`src/rtl/serial_sub.sv`:
```
// Bit-serial WIDTH-bit subtractor, LSB first, one bit per clock.
// Produces difference, unsigned borrow and signed overflow with fixed latency.
module serial_sub #(
  parameter int WIDTH = 8
) (
  input  logic             CLK,
  input  logic             N_RESET,
  input  logic             START,
  input  logic [WIDTH-1:0] A,
  input  logic [WIDTH-1:0] B,
  output logic [WIDTH-1:0] D,
  output logic             BOUT,
  output logic             OVF,
  output logic             BUSY,
  output logic             DONE
);

  localparam int CW = $clog2(WIDTH + 1);

  typedef enum logic [1:0] {
    IDLE,
    RUN,
    FIN
  } state_t;

  state_t state, nxt;

  logic [WIDTH-1:0] sa, sb, res, rnext;
  logic [CW-1:0]    cnt;
  logic             br, ma, mb;
  logic             dbit, brn, last;

  assign dbit  = sa[0] ^ sb[0] ^ br;
  assign brn   = (~sa[0] & sb[0]) | (~sa[0] & br) | (sb[0] & br);
  assign rnext = {dbit, res[WIDTH-1:1]};
  assign last  = (cnt == CW'(WIDTH - 1));

  always_ff @(posedge CLK or negedge N_RESET) begin
    if (!N_RESET) state <= IDLE;
    else          state <= nxt;
  end

  always_comb begin
    nxt  = state;
    BUSY = 1'b0;
    DONE = 1'b0;
    case (state)
      IDLE: if (START) nxt = RUN;
      RUN: begin
        BUSY = 1'b1;
        if (last) nxt = FIN;
      end
      FIN: begin
        DONE = 1'b1;
        nxt  = IDLE;
      end
      default: nxt = IDLE;
    endcase
  end

  always_ff @(posedge CLK or negedge N_RESET) begin
    if (!N_RESET) begin
      sa   <= '0;
      sb   <= '0;
      res  <= '0;
      cnt  <= '0;
      br   <= 1'b0;
      ma   <= 1'b0;
      mb   <= 1'b0;
      D    <= '0;
      BOUT <= 1'b0;
      OVF  <= 1'b0;
    end else if (state == IDLE && START) begin
      sa  <= A;
      sb  <= B;
      ma  <= A[WIDTH-1];
      mb  <= B[WIDTH-1];
      res <= '0;
      cnt <= '0;
      br  <= 1'b0;
    end else if (state == RUN) begin
      sa  <= sa >> 1;
      sb  <= sb >> 1;
      res <= rnext;
      br  <= brn;
      cnt <= cnt + CW'(1);
      // last bit: publish the completed result on the FIN-entry edge
      if (last) begin
        D    <= rnext;
        BOUT <= brn;
        OVF  <= (ma ^ mb) & (ma ^ dbit);
      end
    end
  end

endmodule

```
`config.mk`:
```
export PLATFORM = sky130hd
export DESIGN_NAME = serial_sub
export DESIGN_NICKNAME = d
export VERILOG_FILES = /design/src/rtl/serial_sub.sv
export SDC_FILE = /design/constraint.sdc
export NUM_CORES = 1
export LEC_CHECK = 0
export BUFFER_PORTS_ARGS = -buffer_cell sky130_fd_sc_hd__buf_2
export CORE_UTILIZATION = 35
export CTS_CLUSTER_SIZE = 14
export DETAILED_ROUTE_END_ITERATION = 6
export HOLD_SLACK_MARGIN = 0.06
export PLACE_DENSITY = 0.56
export SETUP_SLACK_MARGIN = 0.5
export SLEW_MARGIN = 20
export SYNTH_ARGS = -nofsm -noshare
export SYNTH_HDL_FRONTEND = slang
export SYNTH_SLANG_ARGS = --single-unit
```
`constraint.sdc`:
```
create_clock -name CLK -period 1.7 [get_ports CLK]
set_clock_uncertainty 0.1 [all_clocks]
set_input_delay 0.085 -clock CLK [delete_from_list [all_inputs] [get_ports CLK]]
set_output_delay 0.085 -clock CLK [all_outputs]
set_load 0.05 [all_outputs]
```
==> flow_metrics.tcl <==
set metrics [dict create \
    status "completed" \
    hpwl_um 2720 \
    min-delay-path-class "in2reg" \
    timing.final.ws_setup_ps 133 \
    synth_top_area_share_pct 54.4 \
    fmax_mhz 638 \
    synthMuxAreaShare_pct 9.46 \
    crit_required_ps 1780 \
    pre_cts_ws_ps 145 \
    endpoint_kind "flop" \
    vdd.ir_drop.worst_uv 869 \
    hold_viol 0 \
    powerDensity_mw_per_mm2 1700 \
    synth.distinct_cells 31 \
    worstMarginPinSlew_ps 520 \
    critical_path.max_stage_delay_ps 370 \
    rrSetupSlack_ps 130 \
    fin_crit_sh_pct 92.2 \
    drive_gt1_share_pct 48.6 \
    routed_wl_um 4850 \
    synthCells 165 \
    die_w_um 76.3 \
    synthesis.area_mm2 0.00193 \
    grt_max_degree 43 \
    ys_seq_area_share_pct 54.4 \
    rsz0062_at_grt "true" \
    die-area_mm2 0.00582 \
    synth-compound-area-share_pct 20.3 \
    crit_end "D[0]$_DFFE_PN0P_" \
    synth_area_leader_cell "dfrtp_1" \
    numPortBuffers 30 \
    timing.slew.headroom_pct 65.4 \
    io_pins 31 \
    synth_xor_area_share_pct 0 \
    vias 1604 \
    grt_pass1_wl_um 7470 \
    path_max_fanout 6 \
    final_util_pct 56.7 \
    synth-simple-area-share_pct 9.72 \
    syn_nets 186 \
    antenna_found_initial 0 \
    slowest_stage "dfrtp_1" \
    cp.arrival_ps 1650 \
    cts_root_buffer "clkbuf_8" \
    worstSetupPathType "reg2reg" \
    stdcell_area_mm2 0.00295 \
    nets 263 \
    cts_tree "built" \
    r2r_end "D[0]$_DFFE_PN0P_" \
    post-route-min-period_ps 1570 \
    crit_start "cnt[0]$_DFFE_PN0P_" \
    antennaDiodeCount 0 \
    antenna_left 0 \
    placed_area_mm2 0.00221 \
    finalSetupTns_ps 0 \
    path_cells "ha_2, nand2_2, nor3_4, buf_6, buf_12, mux2_4" \
    start_util_pct 37.1 \
    synthTopCellsByArea "dfrtp_1, mux2_4, a22oi_1" \
    first_iter_violations 121 \
    viasPerCell 5.12 \
    clk_pin_slew_ps 80 \
    synth_fa_ha_area_share_pct 1.68 \
    r2r_cells 6 \
    grt_pass1_vias 1572 \
    syn_avg_cell_area_um2 11.7 \
    synth_top_family_by_area "compound AO/OA/AOI/OAI gates" \
    clk_latency_ps 300 \
    critPathLaunchType "flop" \
    drt-wirelength-per-cell_um 15.5 \
    syn_to_final_growth_pct 52.7 \
    track_usage_pct 16.4 \
    firstDrtPassIters 4 \
    power.static_leakage_nw 1.31 \
    drv_slew 0 \
    place_congestion 0.743 \
    clock_path_buffers 2 \
    cts_sinks 42 \
    drc 0 \
    core-area_mm2 0.00520 \
    ys_warn_count 0 \
    ys_ff_latch 42 \
    p_total_mw 5.01 \
    h-tree-depth 2 \
    grt_remaining_overflow 0 \
    setup_viol 0 \
    rows 26 \
    die_h_um 76.3 \
    max_cap_violations 0 \
    cts_made_buffers 5 \
    r2r_start "cnt[0]$_DFFE_PN0P_" \
]
[final cells by class]
cell class | count | area (um^2)
repair inverters | 1 | 8.76
clock buffers | 6 | 72.6
inverters | 5 | 31.3
repair buffers | 79 | 707
flip-flops and latches | 42 | 1050
fillers | 443 | 2260
clock inverters | 2 | 37.5
well taps | 70 | 87.6
multi-input cells | 108 | 952
[state kept, by name, summed over array words and instances (netlist names)]
signal / flops
cnt: 4
mb: 1
sa: 8
sb: 8
res: 7
OVF: 1
BOUT: 1
D: 8
br: 1
ma: 1
state: 2
[Yosys cell counts (all sizes together)]
master / count
dfrtp: 42
o21ai: 17
a21oi: 16
a22oi: 14
nor2b: 13
mux2: 12
a22o: 9
buf: 8
nand2: 6
and2b: 5
inv: 5
clkbuf: 3
nand2b: 2
nor2: 2
o22ai: 2
a2bb2oi: 1
a31oi: 1
a41oi: 1
fa: 1
ha: 1
mux2i: 1
nand3: 1
nor3: 1
o21bai: 1
[per-layer routing]
layer | global-route usage [%] | wire, um | vias up
li1 | - | - | 748
met1 | 21.9 | 2150 | 800
met2 | 25.0 | 2390 | 44
met3 | 3.47 | 193 | 12
met4 | 8.85 | 115 | 0
met5 | 0 | 0 | -
[critical path, delay by kind of cell (launching register included)]
kind | cells | cell delay (ps)
and+or+nand+nor | 2 | 230
adders and majority gates | 1 | 200
DFF | 1 | 370
muxes | 1 | 300
buffers and inverters | 2 | 250
[cells in the final DEF, fill, tap and decap left out, types with 2 or more instances in the layout]
master,n
dfrtp_1,41
buf_2,28
dlygate4sd3_1,17
o21ai_1,16
buf_4,14
nor2b_1,12
a22oi_2,12
mux2_4,11
buf_6,11
a21oi_2,9
a22o_1,9
a21oi_1,7
nand2_1,5
clkbuf_8,5
buf_8,4
buf_12,4
and2b_1,3
inv_1,2
inv_2,2
nor2_1,2
o21bai_4,2
a22oi_1,2
o22ai_1,2
[kinds of logic (layout without fill, tap and decap cells)]
group                      count (synthesis)  count (layout)
muxes                                     13              13
AOI/OAI and AO/OA                         62              63
adders and majority gates                  2               2
DFF                                       42              42
buffers and inverters                     16              93
and+or+nand+nor                           30              30
[worst min path at each step]
stage / start / to / slack, ps / cells after the start
finish: START / sb[0]$_DFFE_PN0P_ / 250 / 3
floorplan: N_RESET / BOUT$_DFFE_PN0P_ / -310 / 0
global route: START / sb[0]$_DFFE_PN0P_ / 280 / 3
CTS: START / sb[7]$_DFFE_PN0P_ / 270 / 4
global placement: N_RESET / res[1]$_DFFE_PN0P_ / 80 / 2
detailed placement: N_RESET / cnt[2]$_DFFE_PN0P_ / 90 / 2
[what timing repair did]
item	in CTS	in global routing
hold buffers	17	0
gates cloned	3	1
setup buffers	11	10
endpoints found under the hold margin	60	0
gates resized for setup	17	45
endpoints found under the setup margin	42	44
pin swaps	8	9
[per-stage QoR]
stage | hold slack (ps) | instances
after floorplan | -311 | 165
after global routing | 284 | 313
after global placement | 78.2 | 263
final | 249 | 313
after CTS | 266 | 302
after detailed placement | 87.6 | 263
[where the power goes]
part           switching (mW)  internal [mW]  total (mW)  leakage (nW)
logic                    1.26           1.27        2.53         0.722
registers               0.325           1.38        1.71         0.540
clock network           0.344          0.438       0.782        0.0514
(Power assumes the default switching activity.)
